<file path="config.mk">
export PLATFORM = sky130hd
export DESIGN_NAME = time_skew_split
export DESIGN_NICKNAME = d
export VERILOG_FILES = /design/src/rtl/time_skew_split.sv
export SDC_FILE = /design/constraint.sdc
export NUM_CORES = 1
export LEC_CHECK = 0
export CORE_ASPECT_RATIO = 0.75
export CORE_MARGIN = 1.5
export CORE_UTILIZATION = 30
export DETAILED_ROUTE_END_ITERATION = 6
export GPL_TIMING_DRIVEN = 0
export PLACE_DENSITY = 0.56
export SLEW_MARGIN = 20
export SYNTH_ARGS = -nofsm -noshare
export SYNTH_HDL_FRONTEND = slang
export SYNTH_SLANG_ARGS = --single-unit
export TNS_END_PERCENT = 1
</file>
<file path="constraint.sdc">
create_clock -name clk_i -period 3.5 [get_ports clk_i]
set_clock_uncertainty 0.2 [all_clocks]
set_input_delay 0.525 -clock clk_i [delete_from_list [all_inputs] [get_ports clk_i]]
set_output_delay 0.525 -clock clk_i [all_outputs]
set_load 0.05 [all_outputs]
</file>
<file path="src/rtl/time_skew_split.sv">
// time_skew_split: splits an aligned {MSB, LSB} word into two fields and
// emits the LSB field SKEW cycles after the MSB field. This reproduces the
// stage-1/stage-2 timing seen at the inputs of the two-stage time aligner.
module time_skew_split #(
    parameter int MSB_W = 3,
    parameter int LSB_W = 3,
    parameter int SKEW  = 1,
    parameter int CNT_W = 16
) (
    input  logic                   clk_i,
    input  logic                   reset_i,
    input  logic [MSB_W+LSB_W-1:0] din_i,
    input  logic                   din_valid_i,
    output logic [MSB_W-1:0]       msb_o,
    output logic                   msb_valid_o,
    output logic [LSB_W-1:0]       lsb_o,
    output logic                   lsb_valid_o,
    output logic                   busy_o,
    output logic [CNT_W-1:0]       words_o
);

    // One extra bit over what SKEW needs keeps the count clear of overflow.
    localparam int PEND_W = $clog2(SKEW + 1) + 1;

    // A skew outside 1..8 cannot produce the intended timing; stop elaboration.
    generate
        if (SKEW < 1 || SKEW > 8) begin : g_skew_check
            $fatal(1, "time_skew_split: SKEW must be in 1..8");
        end
    endgenerate

    // LSB delay line: data and valid travel together, one stage per cycle.
    logic [LSB_W-1:0] lsb_pipe_reg [SKEW];
    logic             vld_pipe_reg [SKEW];

    logic [MSB_W-1:0]  msb_reg;
    logic              msb_valid_reg;
    logic [LSB_W-1:0]  lsb_reg;
    logic              lsb_valid_reg;
    logic [PEND_W-1:0] pending_reg;
    logic [PEND_W-1:0] pending_next;
    logic              busy_reg;
    logic [CNT_W-1:0]  words_reg;

    logic              exit_valid;
    logic [LSB_W-1:0]  exit_data;

    // The word leaving the last stage is emitted on the following edge.
    assign exit_valid = vld_pipe_reg[SKEW-1];
    assign exit_data  = lsb_pipe_reg[SKEW-1];

    genvar gi;
    generate
        for (gi = 0; gi < SKEW; gi++) begin : g_stage
            if (gi == 0) begin : g_head
                // First stage captures the LSB field of every accepted word.
                always_ff @(posedge clk_i) begin
                    if (reset_i) begin
                        lsb_pipe_reg[gi] <= '0;
                        vld_pipe_reg[gi] <= 1'b0;
                    end else begin
                        lsb_pipe_reg[gi] <= din_i[LSB_W-1:0];
                        vld_pipe_reg[gi] <= din_valid_i;
                    end
                end
            end else begin : g_body
                // Later stages shift unconditionally so gaps are preserved.
                always_ff @(posedge clk_i) begin
                    if (reset_i) begin
                        lsb_pipe_reg[gi] <= '0;
                        vld_pipe_reg[gi] <= 1'b0;
                    end else begin
                        lsb_pipe_reg[gi] <= lsb_pipe_reg[gi-1];
                        vld_pipe_reg[gi] <= vld_pipe_reg[gi-1];
                    end
                end
            end
        end
    endgenerate

    // Pending count: up on accept, down on emission, unchanged when both.
    always_comb begin
        pending_next = pending_reg;
        case ({din_valid_i, exit_valid})
            2'b10:   pending_next = pending_reg + PEND_W'(1);
            2'b01:   pending_next = pending_reg - PEND_W'(1);
            default: pending_next = pending_reg;
        endcase
    end

    // MSB path: one-cycle latency, field held between valid words.
    always_ff @(posedge clk_i) begin
        if (reset_i) begin
            msb_reg       <= '0;
            msb_valid_reg <= 1'b0;
        end else begin
            msb_valid_reg <= din_valid_i;
            if (din_valid_i) begin
                msb_reg <= din_i[MSB_W+LSB_W-1:LSB_W];
            end
        end
    end

    // LSB output stage and emitted-word counter (wraps silently).
    always_ff @(posedge clk_i) begin
        if (reset_i) begin
            lsb_reg       <= '0;
            lsb_valid_reg <= 1'b0;
            words_reg     <= '0;
        end else begin
            lsb_valid_reg <= exit_valid;
            if (exit_valid) begin
                lsb_reg   <= exit_data;
                words_reg <= words_reg + CNT_W'(1);
            end
        end
    end

    // Pending counter and busy flag share the same register timing.
    always_ff @(posedge clk_i) begin
        if (reset_i) begin
            pending_reg <= '0;
            busy_reg    <= 1'b0;
        end else begin
            pending_reg <= pending_next;
            busy_reg    <= (pending_next != '0);
        end
    end

    assign msb_o       = msb_reg;
    assign msb_valid_o = msb_valid_reg;
    assign lsb_o       = lsb_reg;
    assign lsb_valid_o = lsb_valid_reg;
    assign busy_o      = busy_reg;
    assign words_o     = words_reg;

endmodule
</file>
==> metrics.md, run 1 <==
| Metric | Value |
|---|---|
| Most common cell in the synthesized netlist | dfxtp_1 |
| Max VDD drop | approximately 0.26 mV |
| Worst Slack Setup Final | ~1.2 ns |
| CTS Hold Bufs | 0 |
| CP top delay family | buffers and inverters |
| GRT Util Overall | ~14% |
| DP Worst Slack | 1.04 ns |
| Die width | around 76 um |
| CTS root buf | clkbuf_8 |
| Max reg flops | 16 |
| Yosys warning total | 0 |
| Final nets | between 150 and 200 |
| Fin crit period | 2.30 ns |
| Final instance area | 0.00169 mm^2 |
| Post-Syn Instances | approximately 130 |
| Sink Count | 30 |
| Synth area leader | dfxtp_1 |
| Final Cycle Share | 65.7% |
| DP HPWL | just under 2 mm |
| Diode count | 0 |
| H-tree Lvls | 2 |
| Seq cells post-synth | 30 |
| Worst hold path type | reg -> reg |
| Area delta synth->final | 41.0% |
| Setup Buffers After CTS | 0 |
| Clk Latency, worst-skew pair | 0.28 ns |
| Total clock buffers created by CTS | 5 |
| Final TNS setup | 0 ns |
| DRT Pass-1 Iters | 4 |
| Max clock buf depth | 2 |
| Avg Cell Area, Syn | around 9.6 um^2 |
| Top-area cell type share of the netlist area | 50.3% |
| Total Power | roughly 0.74 mW |
| Vias per std cell | between 4 and 5 |
| Routed vias | between 900 and 1k |
| Status | complete, no violations |
| GPL Wtd Cong | about 0.70 |
| Top cells by area, synth | dfxtp_1, nor2_1, mux2i_1 |
| Max frequency | 435 MHz |
| # rows | 19 |
| Placement Cell Area | between 0.0015 and 0.002 mm^2 |
| FILL cells | around 380 |
| CP max-delay cell | clkdlybuf4s50_1 |
| Drt drc | 0 |
| Leakage power | approximately 0.63 nW |
| Worst path cell trace | clkdlybuf4s50_1 |
| # IOs | 34 |
| Pin count of the biggest net entering global routing | 11 |
| RSZ-0062 raised after global routing | no |
| Synthesized net count | roughly 140 |
| Sequential area share after synthesis | between 50% and 60% |
| Number of antenna violations at the first check in global routing | 0 |
| Power Dens Cells | 437 mW/mm^2 |
| CP endpoint kind | output port |
| Fin. max-slew vios | 0 |
| Final hold violation count | 0 |
| Setup Viol. Count Final | 0 |
| Startpoint Class | register |
| Cell area after synthesis | between 0.001 and 0.0015 mm^2 |
| Post-synth top cells | dfxtp_1, nor2_1, mux2i_1, nor2b_1, xor2_1 |
| Top_reg_cell synth | dfxtp_1 |
| Starting Density | roughly a third |
| Resized Gates After CTS | 0 |
| Antenna-violating nets left | 0 |
| Clock slew at reported path FFs | roughly 0.060 ns |
| Drt wl/cell | roughly 12 um |
| # port buffers | 33 |
| Remaining Overflow, GRT | 0 |
| Core area | 0.00373 mm^2 |
| Number of global-route vias before repair | 969 |
| Largest stage delay, worst path | around 0.85 ns |
| Slew @ Worst Pin | around 0.51 ns |
| Async S/R FF share, synth | 0% |
| EDFF count, synth | 0 |
| Worst rel slew slack | 66.0% |
| Die area | around 0.0044 mm^2 |
| WP buf/inv | 1 |
| Max-cap violations | 0 |
| DRT iter0 DRCs | 35 |
| Crit Path Class | reg -> out |
| Unique masters post-synth | 27 |
| Drt total wl | 2.61 mm |
| Critical Path RT | 2.77 ns |
| WP data arrival | about 1.6 ns |
| First-pass GRT wire length | ~4.5 mm |
| Die Y | approximately 58 um |
| Proportion of layout cells with a drive suffix above 1 | approximately 8.4% |
| CP max FO | 7 |
| TritonCTS clock tree | done |
path summary, 6_finish.rpt:
check | from | depth (start not counted) | end | slack [ns]
max reg2reg | words_o[0] | 5 | words_o[12] | 1.55
max | msb_valid_o | 1 | msb_valid_o | 1.20
min | lsb_pipe_reg[0][2] | 2 | lsb_o[2] | 0.27
min reg2reg | lsb_pipe_reg[0][2] | 2 | lsb_o[2] | 0.27
power breakdown:
group	switching (mW)	internal (mW)
Combinational	0.0526	0.0352
Sequential	0.00833	0.355
Clock	0.127	0.158
Total	0.188	0.547
worst min-delay path: cells and delay by family (launching register included):
| kind | cells | cell delay (ns) |
|---|---|---|
| flip-flops | 1 | 0.31 |
| AND/OR/NAND/NOR | 1 | 0.07 |
| multiplexers | 1 | 0.06 |
metrics by stage:
step | hold slack (ns) | util, % | cells
6_report | 0.270 | 45.2 | 218
5_1_grt | 0.321 | 45.2 | 218
4_1_cts | 0.274 | 45.2 | 218
3_5_place_dp | 0.257 | 42.6 | 210
3_3_place_gp | 0.251 | 42.6 | 210
2_1_floorplan | 0.240 | - | 125
logic make-up (layout without fill, tap and decap cells):
group | count (synthesis) | after routing | synth area share (%)
mux | 10 | 10 | 8.69
buf+inv | 6 | 47 | 1.99
compound gates | 7 | 7 | 3.35
flops | 30 | 30 | 50.3
simple gates | 58 | 58 | 24.8
xor+xnor | 12 | 12 | 8.80
fa+ha+maj | 2 | 2 | 2.09
cells in the final DEF (no fill, tap or decap):
| cell type | n |
|---|---|
| nand2b_1 | 1 |
| nand3_1 | 5 |
| and4_1 | 2 |
| mux2i_1 | 7 |
| a21oi_1 | 3 |
| xor2_1 | 7 |
| mux2_2 | 3 |
| clkinvlp_4 | 1 |
| dfxtp_1 | 30 |
| clkdlybuf4s50_1 | 33 |
| nor3_1 | 3 |
| o21ai_0 | 2 |
| nor2b_1 | 7 |
| a31oi_1 | 1 |
| and2b_1 | 1 |
| inv_1 | 2 |
| xnor2_1 | 5 |
| clkbuf_8 | 6 |
| nand4_2 | 1 |
| nor2_1 | 23 |
| and3_1 | 1 |
| a31o_2 | 1 |
| or3_1 | 2 |
| nor4_1 | 1 |
| clkbuf_1 | 3 |
| buf_2 | 1 |
| or4_1 | 1 |
| nand4_1 | 5 |
| clkinv_2 | 1 |
| ha_1 | 2 |
| nand2_1 | 5 |
cell type report:
cell class | instances | area (um^2) | area share [%]
Multi-Input combinational cell | 89 | 571 | 33.9
Clock buffer | 6 | 82.6 | 4.90
Sequential cell | 30 | 601 | 35.6
Inverter | 2 | 7.51 | 0.445
Clock inverter | 2 | 12.5 | 0.742
Tap cell | 52 | 65.1 | 3.86
Timing Repair Buffer | 33 | 330 | 19.6
Buffer | 4 | 16.3 | 0.965
per-layer routing:
metal | GRT usage, % | up-vias | share of wire [%]
li1 | - | 507 | -
met1 | 17.9 | 449 | 48
met2 | 21.1 | 27 | 45
met3 | 5.22 | 4 | 5.5
met4 | 6.89 | 0 | 1.5
met5 | 0 | - | 0
No activity file was read; power rests on OpenSTA's default activity.
==> run 2, diff against run 1 <==
==> constraint.sdc (replaced) <==
create_clock -name clk_i -period 2.2 [get_ports clk_i]
set_clock_uncertainty 0.2 [all_clocks]
set_input_delay 0.33 -clock clk_i [delete_from_list [all_inputs] [get_ports clk_i]]
set_output_delay 0.33 -clock clk_i [all_outputs]
set_load 0.05 [all_outputs]
==> results of run 2 <==
The final DEF is identical to that of run 1. Status: complete, no violations.
Among the figures that moved: setup slack after placement 1.04 ns -> -0.0604 ns; setup slack after layout 1.20 ns -> 0.0954 ns; register-to-register setup slack 1.55 ns -> 0.25 ns; total power 0.736 mW -> 1.17 mW; worst IR drop on VDD 0.256 mV -> 0.407 mV
==> run 3, diff against run 2 <==
--- a/config.mk
+++ b/config.mk
@@ -6,7 +6,6 @@
 export NUM_CORES = 1
 export LEC_CHECK = 0
 export CORE_ASPECT_RATIO = 0.75
-export CORE_MARGIN = 1.5
 export CORE_UTILIZATION = 30
 export DETAILED_ROUTE_END_ITERATION = 6
 export GPL_TIMING_DRIVEN = 0
==> run 3 against run 2 <==
Combinational power about the same. Non-clock buffer count unchanged. Clock power fell by 9.3%. Fmax is 0.44% lower. First-iteration DRC count down 14%. Clock-buffer cell count down 1. Cell count shrank 0.46%. Largest cell class unchanged. Highest routed layer unchanged.
==> metrics.md, run 3 (synthesized netlist as in run 1, its figures left out) <==
| Metric | Value |
|---|---|
| Vias per std cell | 4.55 (was 4.53) |
| Pin count of the biggest net entering global routing | 11 (unchanged) |
| First-pass GRT wire length | 4.44 mm (was 4.51 mm) |
| Status | complete, no violations (unchanged) |
| Drt total wl | 2.56 mm (was 2.61 mm) |
| Fin. max-slew vios | 0 (unchanged) |
| Drt drc | 0 (unchanged) |
| DRT iter0 DRCs | 30 (was 35) |
| DP HPWL | 1.89 mm (was 1.93 mm) |
| Worst hold path type | reg -> reg (unchanged) |
| Die Y | 56.7 um (was 57.7 um) |
| Critical Path RT | 1.67 ns (about the same) |
| Crit Path Class | reg -> out (unchanged) |
| Resized Gates After CTS | 0 (unchanged) |
| Slew @ Worst Pin | 0.519 ns (was 0.508 ns) |
| Number of antenna violations at the first check in global routing | 0 (unchanged) |
| P_sw | 0.295 mW (was 0.300 mW) |
| Number of global-route vias before repair | 1004 (was 969) |
| Setup Buffers After CTS | 0 (unchanged) |
| Power Dens Cells | 675 mW/mm^2 (was 694 mW/mm^2) |
| Die area | 0.00424 mm^2 (was 0.00437 mm^2) |
| Setup Viol. Count Final | 0 (unchanged) |
| Die width | 74.9 um (was 75.9 um) |
| Internal power | 0.832 mW (was 0.871 mW) |
| Switching Share | 26.2% (was 25.6%) |
| Total clock buffers created by CTS | 5 (unchanged) |
| Final TNS setup | 0 ns (unchanged) |
| Diode count | 0 (unchanged) |
| Drt wl/cell | 11.8 um (was 12.0 um) |
| Starting Density | 32.0% (unchanged) |
| Remaining Overflow, GRT | 0 (unchanged) |
| Startpoint Class | register (unchanged) |
| Routed vias | 988 (was 987) |
| Max-cap violations | 0 (unchanged) |
| Area delta synth->final | 39.7% (was 41.0%) |
| CP top delay family | buffers and inverters (unchanged) |
| H-tree Lvls | 2 (unchanged) |
| Share of power burned in registers | 51.3% (was 49.3%) |
| Logic pwr share | 12.2% (was 11.9%) |
| Core area | 0.00373 mm^2 (unchanged) |
| RSZ-0062 raised after global routing | no (unchanged) |
| Clk Latency, worst-skew pair | 0.28 ns (about the same) |
| Clock slew at reported path FFs | 0.06 ns (about the same) |
| Sink Count | 30 (unchanged) |
| CP endpoint kind | output port (unchanged) |
| # rows | 19 (unchanged) |
| R2R Setup Slk | 0.29 ns (was 0.25 ns) |
| # port buffers | 33 (unchanged) |
| CTS root buf | clkbuf_8 (unchanged) |
| DRT Pass-1 Iters | 4 (unchanged) |
| GPL Wtd Cong | 0.717 (was 0.701) |
| CP max-delay cell | clkdlybuf4s50_1 (unchanged) |
| Proportion of layout cells with a drive suffix above 1 | 7.88% (was 8.43%) |
| Worst path cell trace | clkdlybuf4s50_1 (unchanged) |
| CTS Hold Bufs | 0 (unchanged) |
| Max reg flops | 16 (unchanged) |
| Clock power frac | 36.5% (was 38.7%) |
| WP buf/inv | 1 (unchanged) |
| Max VDD drop | 0.406 mV (was 0.407 mV) |
| Max frequency | 473 MHz (was 475 MHz) |
| Most frequent cells in the layout | clkdlybuf4s50_1, dfxtp_1, nor2_1 (unchanged) |
| CP max FO | 7 (unchanged) |
| Placement Cell Area | 0.00159 mm^2 (unchanged) |
| Largest stage delay, worst path | 0.85 ns (about the same) |
| Final hold violation count | 0 (unchanged) |
| Leakage power | 0.627 nW (was 0.631 nW) |
| WP data arrival | 1.58 ns (was 1.57 ns) |
| Max clock buf depth | 2 (unchanged) |
| Fin crit period | 2.11 ns (was 2.10 ns) |
| # IOs | 34 (unchanged) |
| Final Cycle Share | 96.1% (was 95.7%) |
| Final nets | 176 (unchanged) |
| TritonCTS clock tree | done (unchanged) |
| Commonest non-fill, non-tap cell in the layout | clkdlybuf4s50_1 (unchanged) |
| Worst rel slew slack | 65.3% (was 66.0%) |
| Antenna-violating nets left | 0 (unchanged) |
| GRT Util Overall | 14.6% (was 14.1%) |
| Final instance area | 0.00167 mm^2 (was 0.00169 mm^2) |
==> run 3: cell types whose count changed in the layout (fill, tap and decap cells not counted) <==
cell        previous run  this run
clkbuf_8               6         5
clkinv_2               1         2
clkinvlp_4             1         0
==> run 3: per-layer routing <==
| metal | GRT usage (%) | routed length, um | vias up | share of wire, % |
|---|---|---|---|---|
| met3 | 4.85 | 149 | 6 | 5.8 |
| met4 | 8.09 | 59 | 0 | 2.3 |
| li1 | - | - | 503 | - |
| met1 | 17.6 | 1230 | 450 | 48 |
| met5 | 0 | 0 | - | 0 |
| met2 | 22.7 | 1120 | 29 | 44 |
==> run 3: final timing paths <==
check | cells past startpoint | start | endpoint
max | 1 | msb_valid_o | msb_valid_o
min | 2 | lsb_pipe_reg[0][2] | lsb_o[2]
max reg2reg | 5 | words_o[0] | words_o[12]
min reg2reg | 2 | lsb_pipe_reg[0][2] | lsb_o[2]
==> run 3: power groups by stage <==
stage	Sequential, mW	Clock, mW	Combinational (mW)
2_1_floorplan	0.631	0	0.0440
3_3_place_gp	0.588	0	0.136
3_5_place_dp	0.589	0	0.139
4_1_cts	0.577	0.426	0.139
5_1_grt	0.579	0.454	0.148
6_report	0.578	0.411	0.138
==> run 3: layout make-up <==
| type | count | area (um^2) |
|---|---|---|
| Clock buffer | 5 | 68.8 |
| Tap cell | 52 | 65.1 |
| Inverter | 2 | 7.51 |
| Timing Repair Buffer | 33 | 330 |
| Clock inverter | 2 | 10.0 |
| Buffer | 4 | 16.3 |
| Fill cell | 376 | 2060 |
| Sequential cell | 30 | 601 |
| Multi-Input combinational cell | 89 | 571 |
==> run 3: through the flow <==
| step | hold WS (ns) | power (mW) | setup WS [ns] | util (%) | std cells |
|---|---|---|---|---|---|
| after floorplan | 0.240 | 0.675 | 0.00487 | - | 125 |
| after detailed placement | 0.265 | 0.728 | -0.0842 | 42.6 | 210 |
| after global placement | 0.248 | 0.725 | -0.0282 | 42.6 | 210 |
| final | 0.267 | 1.13 | 0.0861 | 44.7 | 217 |
| after CTS | 0.275 | 1.14 | 0.0715 | 44.7 | 217 |
| after global routing | 0.309 | 1.18 | 0.0189 | 44.7 | 217 |
